File: src/rtl/fifo_wr_arbiter.sv
// Round-robin write arbiter in front of a single FIFO write port.
// Each requester has a valid/ready channel; the winning word is captured
// into a registered output stage that drives the FIFO write side and
// honours fifo_full as backpressure. BURST lets the current owner keep
// the port for up to BURST consecutive beats while others wait.

module fifo_wr_arbiter #(
  parameter int WIDTH   = 16,
  parameter int NUM_REQ = 4,
  parameter int BURST   = 1,
  localparam int ID_W   = $clog2(NUM_REQ)
) (
  input  logic                     clk,
  input  logic                     reset,
  input  logic [NUM_REQ-1:0]       req_valid,
  input  logic [NUM_REQ*WIDTH-1:0] req_data,
  output logic [NUM_REQ-1:0]       req_ready,
  input  logic                     fifo_full,
  output logic                     fifo_write_en,
  output logic [WIDTH-1:0]         fifo_data_in,
  output logic [ID_W-1:0]          grant_id
);

  localparam int CNT_W = $clog2(BURST + 1);
  localparam logic [CNT_W-1:0] CNT_MAX = CNT_W'(BURST);

  logic [ID_W-1:0]  owner;
  logic [CNT_W-1:0] cnt;
  logic [ID_W-1:0]  winner;
  logic [WIDTH-1:0] win_data;
  logic             burst_keep;
  logic             load_ok;
  logic             xfer;
  logic             handshake;

  // Cyclic search starting after 'last' and ending at 'last' itself.
  // Walking the order backwards and overwriting on every valid hit leaves
  // the highest-priority valid requester as the final pick.
  function automatic logic [ID_W-1:0] rr_pick(input logic [NUM_REQ-1:0] valid,
                                              input logic [ID_W-1:0]    last);
    logic [ID_W-1:0] pick;
    int              idx;
    pick = last;
    for (int k = NUM_REQ; k >= 1; k--) begin
      idx  = (int'(last) + k) % NUM_REQ;
      pick = valid[ID_W'(idx)] ? ID_W'(idx) : pick;
    end
    return pick;
  endfunction

  // Stage status and winner selection; the owner keeps the port while its
  // burst allowance lasts and it is still offering data.
  always_comb begin
    load_ok    = ~fifo_write_en | ~fifo_full;
    xfer       = fifo_write_en & ~fifo_full;
    burst_keep = (cnt < CNT_MAX) & req_valid[owner];
    winner     = burst_keep ? owner : rr_pick(req_valid, owner);
  end

  // One-hot ready toward the winner and the winner's data word.
  always_comb begin
    req_ready = {NUM_REQ{1'b0}};
    win_data  = {WIDTH{1'b0}};
    for (int k = 0; k < NUM_REQ; k++) begin
      req_ready[k] = load_ok & req_valid[k] & (winner == ID_W'(k));
      win_data     = (winner == ID_W'(k)) ? req_data[k*WIDTH +: WIDTH] : win_data;
    end
    handshake = |req_ready;
  end

  // Output stage: load on handshake, empty on a write with nothing new,
  // otherwise hold (including while the FIFO is full).
  always_ff @(posedge clk or posedge reset) begin
    if (reset) begin
      fifo_write_en <= 1'b0;
      fifo_data_in  <= {WIDTH{1'b0}};
      grant_id      <= {ID_W{1'b0}};
    end else if (handshake) begin
      fifo_write_en <= 1'b1;
      fifo_data_in  <= win_data;
      grant_id      <= winner;
    end else if (xfer) begin
      fifo_write_en <= 1'b0;
    end
  end

  // Arbitration state: last owner and beats taken in its current burst.
  // Reset makes the last requester the owner with an exhausted burst so
  // requester 0 has first priority.
  always_ff @(posedge clk or posedge reset) begin
    if (reset) begin
      owner <= ID_W'(NUM_REQ - 1);
      cnt   <= CNT_MAX;
    end else if (handshake) begin
      cnt   <= ((winner == owner) && (cnt < CNT_MAX)) ? cnt + CNT_W'(1) : CNT_W'(1);
      owner <= winner;
    end
  end

endmodule

File: config.mk
export PLATFORM = sky130hd
export DESIGN_NAME = fifo_wr_arbiter
export DESIGN_NICKNAME = d
export VERILOG_FILES = /design/src/rtl/fifo_wr_arbiter.sv
export SDC_FILE = /design/constraint.sdc
export NUM_CORES = 1
export LEC_CHECK = 0
export CORE_UTILIZATION = 42
export CTS_CLUSTER_SIZE = 30
export DETAILED_ROUTE_END_ITERATION = 10
export PLACE_DENSITY = 0.87
export SLEW_MARGIN = 20
export SYNTH_ARGS = -nofsm -noshare
export SYNTH_HDL_FRONTEND = slang
export SYNTH_SLANG_ARGS = --single-unit
File: constraint.sdc
create_clock -name clk -period 4.07 [get_ports clk]
set_input_delay 1.0175 -clock clk [delete_from_list [all_inputs] [get_ports clk]]
set_output_delay 1.0175 -clock clk [all_outputs]
set_load 0.02 [all_outputs]
==> key figures, run 1 <==
Drt
  – Final wirelength: 4270 µm
  – Remaining antenna violation count: 0
  – DRC: 0
  – DR iter-0 viols: 93
  – Drt wl/cell: 14.4 µm
  – TritonRoute pass-1 iters: 4
  – Vias per Instance: 5.15
  – DR vias: 1524

Placement
  – DP HPWL: 3330 µm
  – Post-Place Cells: 292
  – Routability cong.: 0.899
  – Buffers added on ports: 93

Synthesis
  – Synthesis Warnings: 0
  – Register bit count reported by yosys: 22
  – Cells after Synth: 147
  – Ys async rst share: 100%
  – Post-synth top flop: dfrtp_1
  – Mean post-synth cell area: 11.4 µm²
  – Mapped Nets: 218
  – Count of different cell masters after synthesis: 28
  – Sequential area share after synthesis: 33.0%
  – Number of enable flip-flop cells after synthesis: 0
  – Cell area after synthesis: 1680 µm²

Final layout
  – Layout fillers: 293
  – Layout cell share with drive strength beyond 1: 19.4%
  – Area delta synth->final: 65.7%
  – Fin nets: 320
  – Multi-input gate area: 1060 µm²
  – Storage element area: 554 µm²
  – Most frequent cells in the layout: clkdlybuf4s50_1, mux2i_1, dfrtp_1
  – Diodes inserted: 0
  – Fin cells: 296
  – Commonest non-fill, non-tap cell in the layout: clkdlybuf4s50_1

STA
  – Worst slew margin: 46.9%
  – Setup_tns: 0 ns
  – Crit path time final: 3.97 ns
  – Max Fclk: 0.252 GHz
  – Pins Over Slew Limit: 0
  – Crit share post-route: 97.4%
  – Least-Margin Pin Slew: 0.796 ns
  – Skew final: 0.00176 ns
  – Fin. Hold Viols: 0
  – RSZ-0062 raised after global routing: no
  – Final setup vio count: 0

Clock tree
  – CTS tree: built
  – Hold buffer count at CTS: 0
  – Clock Tree Root: clkbuf_8
  – Worst skew pair latency: 0.26 ns
  – # H-tree levels: 1
  – Clock transition at the registers of the reported paths: 0.08 ns
  – CTS sink count: 22
  – CTS buffer count: 3
  – Clock Path Buffers: 2

Floorplanning
  – Die Area: 4260 µm²
  – I/O Pins: 94
  – Initial core utilization: 44.9%
  – Chip Width: 65.3 µm
  – Total core area: 3740 µm²
  – Die height: 65.3 µm
  – Standard-cell row count: 22

Critical path
  – Critical Path AT: 2.95 ns
  – Critical path class: in2out
  – Reg2reg setup slack: 1.02 ns
  – CP required: 3.05 ns
  – Startpoint types: primary input
  – Crit path capture type: output pin
  – Critical Path Fanout Max: 3
  – Crit path launch: req_valid[3]
  – Critical R2R Launch: owner[0]

Hold path
  – Worst hold start: fifo_data_in[0]
  – Hold crit path type: reg2reg

Power and ir drop
  – Peak supply drop: 0.359 mV
  – P per Cell Area: 733 nW/µm²
  – Leak: 1.27 nW

Global routing
  – GR Util met1: 24.4%
  – Met3 GRT Util: 4.17%
  – Vias in the first global route: 1552
  – Largest net degree at the start of global routing: 23
  – Met2 Use GR: 37.2%
  – Total Routing Usage GR: 21.1%
  – Global routing's busiest layer: met2
  – Initial antenna violation count: 0
  – GRT overflow: 0
  – First-pass GRT wire length: 6850 µm

Flow run
  – MaxCap Viol Count: 0

Outcome
  – Status: completed
## synthesized netlist by cell type (2+ instances only)
cell type | number | area [µm²]
o21ai_0 | 2 | 10.0
dfrtp_1 | 19 | 475
buf_6 | 4 | 45.0
nor2_1 | 6 | 22.5
inv_1 | 4 | 15.0
dfstp_2 | 3 | 78.8
buf_2 | 6 | 30.0
a21o_1 | 2 | 15.0
nand2_1 | 8 | 30.0
a21oi_1 | 7 | 35.0
nand3_1 | 2 | 10.0
mux2_4 | 18 | 270
mux2i_1 | 51 | 510
## report_power, final
part	internal, mW	total [mW]	switching (mW)
logic	0.830	1.45	0.619
clock network	0.0862	0.156	0.0701
registers	0.344	0.437	0.0927
total	1.26	2.04	0.782
## routing by layer
metal  routed length [µm]  vias up
met4                  122        0
met3                  262       12
li1                     -      733
met1                 1690      704
met2                 2200       75
met5                    0        -
## sequential cells by signal (all words and copies together), names as in the netlist
| signal | count |
|---|---|
| fifo_write_en | 1 |
| grant_id | 2 |
| cnt | 1 |
| fifo_data_in | 16 |
| owner | 2 |
## layout make-up
class / instances / share of cell area [%]
repair buffers: 108 / 37.5
flip-flops and latches: 22 / 19.9
well taps: 48 / 2.16
inverters: 4 / 0.539
clock buffers: 4 / 1.98
multi-input cells: 110 / 37.9
## critical path, stage by stage
cell             delay, ns
clkdlybuf4s50_1       0.55
nor2_1                0.09
a221oi_1              0.26
buf_4                 0.18
o32ai_4               0.10
nor4bb_2              0.38
clkdlybuf4s15_1       0.35
## repair_timing
item,CTS,global route
gates resized for setup,5,7
endpoints found under the setup margin,4,3
gates cloned,0,0
pin swaps,0,1
buffers inserted,0,0
## through the flow
stage | power (mW) | hold slack, ns | instance area [µm²] | utilization [%] | setup WS (ns)
after floorplan | 1.45 | 0.618 | 1680 | - | 0.415
after global placement | 1.87 | 0.491 | 2730 | 72.9 | -0.125
after detailed placement | 1.90 | 0.497 | 2730 | 72.9 | -0.281
after CTS | 2.06 | 0.522 | 2790 | 74.4 | 0.0597
after global routing | 2.16 | 0.532 | 2790 | 74.4 | 0.00745
final | 2.04 | 0.514 | 2790 | 74.4 | 0.105
## final timing paths
path,cells after the start,end
setup / recovery,7,req_ready[2]
hold / removal,1,fifo_data_in[0]
setup reg to reg,8,fifo_data_in[3]
hold reg to reg,1,fifo_data_in[0]
max in group asynchronous,2,grant_id[1]
min in group asynchronous,2,fifo_data_in[10]
## logic make-up (layout without fill, tap and decap cells)
group | Yosys count | after routing | synth area share [%]
AO/OA/AOI/OAI | 18 | 18 | 7.29
buffers and inverters | 15 | 116 | 5.58
flip-flops | 22 | 22 | 33.0
multiplexers | 71 | 71 | 48.4
AND/OR/NAND/NOR | 21 | 21 | 5.73
(Power assumes the default switching activity.)
==> run 2: changes to the inputs <==
--- a/config.mk
+++ b/config.mk
@@ -8,6 +8,7 @@
 export CORE_UTILIZATION = 42
 export CTS_CLUSTER_SIZE = 30
 export DETAILED_ROUTE_END_ITERATION = 10
+export HOLD_SLACK_MARGIN = 0.05
 export PLACE_DENSITY = 0.87
 export SLEW_MARGIN = 20
 export SYNTH_ARGS = -nofsm -noshare
==> results of run 2 <==
The final DEF is identical to that of run 1; final timing and power are the same.
==> run 3: changes to the inputs <==
--- a/config.mk
+++ b/config.mk
@@ -5,11 +5,13 @@
 export SDC_FILE = /design/constraint.sdc
 export NUM_CORES = 1
 export LEC_CHECK = 0
+export ABC_AREA = 1
 export CORE_UTILIZATION = 42
 export CTS_CLUSTER_SIZE = 30
 export DETAILED_ROUTE_END_ITERATION = 10
 export HOLD_SLACK_MARGIN = 0.05
 export PLACE_DENSITY = 0.87
+export RECOVER_POWER = 100
 export SLEW_MARGIN = 20
 export SYNTH_ARGS = -nofsm -noshare
 export SYNTH_HDL_FRONTEND = slang
==> run 3 against run 2 <==
Clock power grew 30%. Synthesized cell count grew 72%. Cell count increased by 32%. Die area shrank 0.14%. Fmax rose by 5.1%. Final area is 4.0% lower. Non-clock buffer count is 9 lower. Clock skew rose by 0.0018 ns. First-iteration DRC count is 94% higher. Wire length grew 24%. Register-to-register slack got worse by 0.08 ns. Critical endpoint unchanged. Largest cell class is now non-clock buffers. Largest power group unchanged.
==> key figures, run 3 <==
Clock tree
  – Clock Tree Root: clkbuf_8 (unchanged)
  – Hold buffer count at CTS: 0 (unchanged)
  – CTS buffer count: 3 (unchanged)
  – CTS sink count: 22 (unchanged)
  – Worst skew pair latency: 0.26 ns (about the same)
  – # H-tree levels: 1 (unchanged)
  – Clock Path Buffers: 2 (unchanged)
  – Clock transition at the registers of the reported paths: 0.08 ns (about the same)
  – CTS tree: built (unchanged)

Power and ir drop
  – Total power: 2.62 mW (was 2.04 mW)
  – Peak supply drop: 0.606 mV (was 0.359 mV)
  – Sw Share: 55.7% (was 38.3%)
  – Power share of the combinational group: 76.2% (was 71.0%)
  – Clock Power Share: 7.8% (was 7.7%)
  – P per Cell Area: 978 nW/µm² (was 733 nW/µm²)
  – Leak: 1.32 nW (was 1.27 nW)
  – Sw Pwr: 1.46 mW (was 782 µW)
  – Internal: 1.16 mW (was 1.26 mW)
  – Reg power frac: 16.0% (was 21.4%)

Final layout
  – Biggest regs: fifo_data_in: 16 flops, grant_id: 2 flops, owner: 2 flops (unchanged)
  – Diodes inserted: 0 (unchanged)
  – Largest Register: fifo_data_in (unchanged)
  – Final Core Density: 71.5% (was 74.4%)
  – Most frequent cells in the layout: nand2_1, clkdlybuf4s50_1, nand3_1 (was clkdlybuf4s50_1, mux2i_1, dfrtp_1)
  – Commonest non-fill, non-tap cell in the layout: nand2_1 (was clkdlybuf4s50_1)
  – Max FFs per register: 16 (unchanged)
  – Area delta synth->final: 59.4% (was 65.7%)
  – Layout fillers: 331 (was 293)
  – Fin cells: 390 (was 296)
  – Post-route cell area: 2680 µm² (was 2790 µm²)
  – Layout cell share with drive strength beyond 1: 9.06% (was 19.4%)
  – Fin nets: 414 (was 320)

STA
  – Final setup vio count: 0 (unchanged)
  – Fin. Hold Viols: 0 (unchanged)
  – Skew final: 0.00356 ns (was 0.00176 ns)
  – Pins Over Slew Limit: 0 (unchanged)
  – Max Fclk: 0.265 GHz (was 0.252 GHz)
  – RSZ-0062 raised after global routing: no (unchanged)
  – Worst slew margin: 12.2% (was 46.9%)
  – Final WS setup: 0.296 ns (was 0.105 ns)
  – Least-Margin Pin Slew: 1.31 ns (was 0.796 ns)
  – Setup_tns: 0 ns (unchanged)
  – Final hold slack: 0.480 ns (was 0.514 ns)
  – Crit share post-route: 92.7% (was 97.4%)
  – Crit path time final: 3.77 ns (was 3.97 ns)

Critical path
  – Reg2reg end: fifo_data_in[9] (was fifo_data_in[3])
  – Critical Path AT: 2.76 ns (was 2.95 ns)
  – Critical R2R Launch: owner[0] (unchanged)
  – Critical Path Fanout Max: 4 (was 3)
  – Crit path capture type: output pin (unchanged)
  – Reg2reg setup slack: 0.94 ns (was 1.02 ns)
  – Critical path class: in2out (unchanged)
  – CP required: 3.05 ns (about the same)
  – Startpoint types: primary input (unchanged)
  – R2R depth: 16 (was 8)

Synthesis
  – Dominant cell type by area after synthesis: dfrtp_1 (was mux2i_1)
  – Number of enable flip-flop cells after synthesis: 0 (unchanged)
  – Top area cells in the synthesized netlist: dfrtp_1, nand2_1, nand4_1, nand3_1, dfstp_2 (was mux2i_1, dfrtp_1, mux2_4, dfstp_2, buf_6)
  – Count of different cell masters after synthesis: 22 (was 28)
  – Mean post-synth cell area: 6.64 µm² (was 11.4 µm²)
  – Commonest cells post-synth: nand2_1, nand3_1, nand4_1 (was mux2i_1, dfrtp_1, mux2_4)
  – Sequential area share after synthesis: 33.0% (about the same)
  – Synthesis Warnings: 0 (unchanged)
  – Top-count cell post-synth: nand2_1 (was mux2i_1)
  – Cell area after synthesis: 1680 µm² (about the same)
  – Cells after Synth: 253 (was 147)
  – Synth top area share: 28.3% (was 30.4%)
  – Register bit count reported by yosys: 22 (unchanged)
  – Post-synth top flop: dfrtp_1 (unchanged)
  – Ys async rst share: 100% (unchanged)
  – Mapped Nets: 324 (was 218)

Hold path
  – Worst hold start: grant_id[0] (was fifo_data_in[0])
  – Hold crit path type: reg2reg (unchanged)
  – WHS Path Cells: 2 (was 1)
  – Hold worst-path end: grant_id[0] (was fifo_data_in[0])

Floorplanning
  – Die height: 65.2 µm (was 65.3 µm)
  – I/O Pins: 94 (unchanged)
  – Die Area: 4250 µm² (was 4260 µm²)
  – Standard-cell row count: 22 (unchanged)
  – Total core area: 3740 µm² (unchanged)
  – Initial core utilization: 44.9% (about the same)
  – Chip Width: 65.2 µm (was 65.3 µm)

Global routing
  – Initial antenna violation count: 0 (unchanged)
  – Largest net degree at the start of global routing: 34 (was 23)
  – GRT overflow: 0 (unchanged)
  – Vias in the first global route: 1912 (was 1552)
  – Total Routing Usage GR: 25.9% (was 21.1%)
  – First-pass GRT wire length: 8630 µm (was 6850 µm)

Flow run
  – MaxCap Viol Count: 0 (unchanged)

Placement
  – Placed cell areas: 2630 µm² (was 2730 µm²)
  – Routability cong.: 0.829 (was 0.899)
  – Pre-CTS setup slack: 0.0719 ns (was -0.281 ns)
  – Post-Place Cells: 386 (was 292)
  – Buffers added on ports: 93 (unchanged)
  – DP HPWL: 3970 µm (was 3330 µm)

Drt
  – Vias per Instance: 5.34 (was 5.15)
  – Remaining antenna violation count: 0 (unchanged)
  – Drt wl/cell: 13.6 µm (was 14.4 µm)
  – DR vias: 2084 (was 1524)
  – DR iter-0 viols: 180 (was 93)
  – DRC: 0 (unchanged)
  – Final wirelength: 5300 µm (was 4270 µm)
  – TritonRoute pass-1 iters: 4 (unchanged)

Outcome
  – Status: completed (unchanged)
-- run 3: final cells by class --
| class | count | area (µm²) | area share [%] |
|---|---|---|---|
| timing repair buffer | 99 | 960 | 35.9 |
| multi-input combinational | 197 | 953 | 35.6 |
| sequential | 22 | 554 | 20.7 |
| inverter | 20 | 77.6 | 2.90 |
| tap | 48 | 60.1 | 2.24 |
| clock buffer | 3 | 41.3 | 1.54 |
| clock inverter | 1 | 30.0 | 1.12 |
-- run 3: how the worst max path moves through the flow --
stage | endpoint | slack [ns] | depth (start not counted) | from
after global placement | req_ready[2] | 0.14 | 12 | req_valid[0]
after global routing | req_ready[2] | 0.15 | 13 | req_valid[3]
after detailed placement | req_ready[1] | 0.07 | 14 | req_valid[3]
after floorplan | req_ready[0] | 1.12 | 10 | req_valid[3]
after CTS | req_ready[1] | 0.06 | 14 | req_valid[3]
final | req_ready[2] | 0.30 | 13 | req_valid[3]
-- run 3: power groups by stage --
stage / Combinational (mW) / Sequential, mW / Clock (mW)
after floorplan: 1.39 / 0.508 / 0
after global placement: 1.98 / 0.424 / 0
after detailed placement: 2.03 / 0.426 / 0
after CTS: 2.05 / 0.424 / 0.205
after global routing: 2.22 / 0.428 / 0.217
final: 1.99 / 0.419 / 0.203
-- run 3: critical path, stage by stage --
cell,delay [ns]
dlygate4sd3_1,0.57
nand2_1,0.11
nand2_1,0.07
nand2_1,0.08
nand2_1,0.06
inv_2,0.04
nand2_1,0.05
nand2_1,0.14
nand2_2,0.09
nand2_4,0.09
nand4_1,0.13
inv_1,0.08
clkbuf_1,0.23
-- run 3: cell families (layout without fill, tap and decap cells) --
group,Yosys count,after routing,share of synthesized area [%]
simple gates,196,196,57.1
compound gates,1,1,0.298
buf+inv,34,123,9.61
flops,22,22,33.0
-- run 3: timing repair --
| action | 4_1_cts | 5_1_grt |
|---|---|---|
| endpoints found under the hold margin | 0 | 0 |
| endpoints found under the setup margin | 0 | 4 |
| resized for setup | 0 | 4 |
| setup buffers | 0 | 0 |
-- run 3: routing by layer --
metal	part of all wire (%)	vias to the layer above	GRT usage, %
met5	0	-	0
met4	2.4	0	8.70
met3	6.8	12	4.86
met2	49	92	43.9
met1	42	964	32.9
li1	-	1016	-
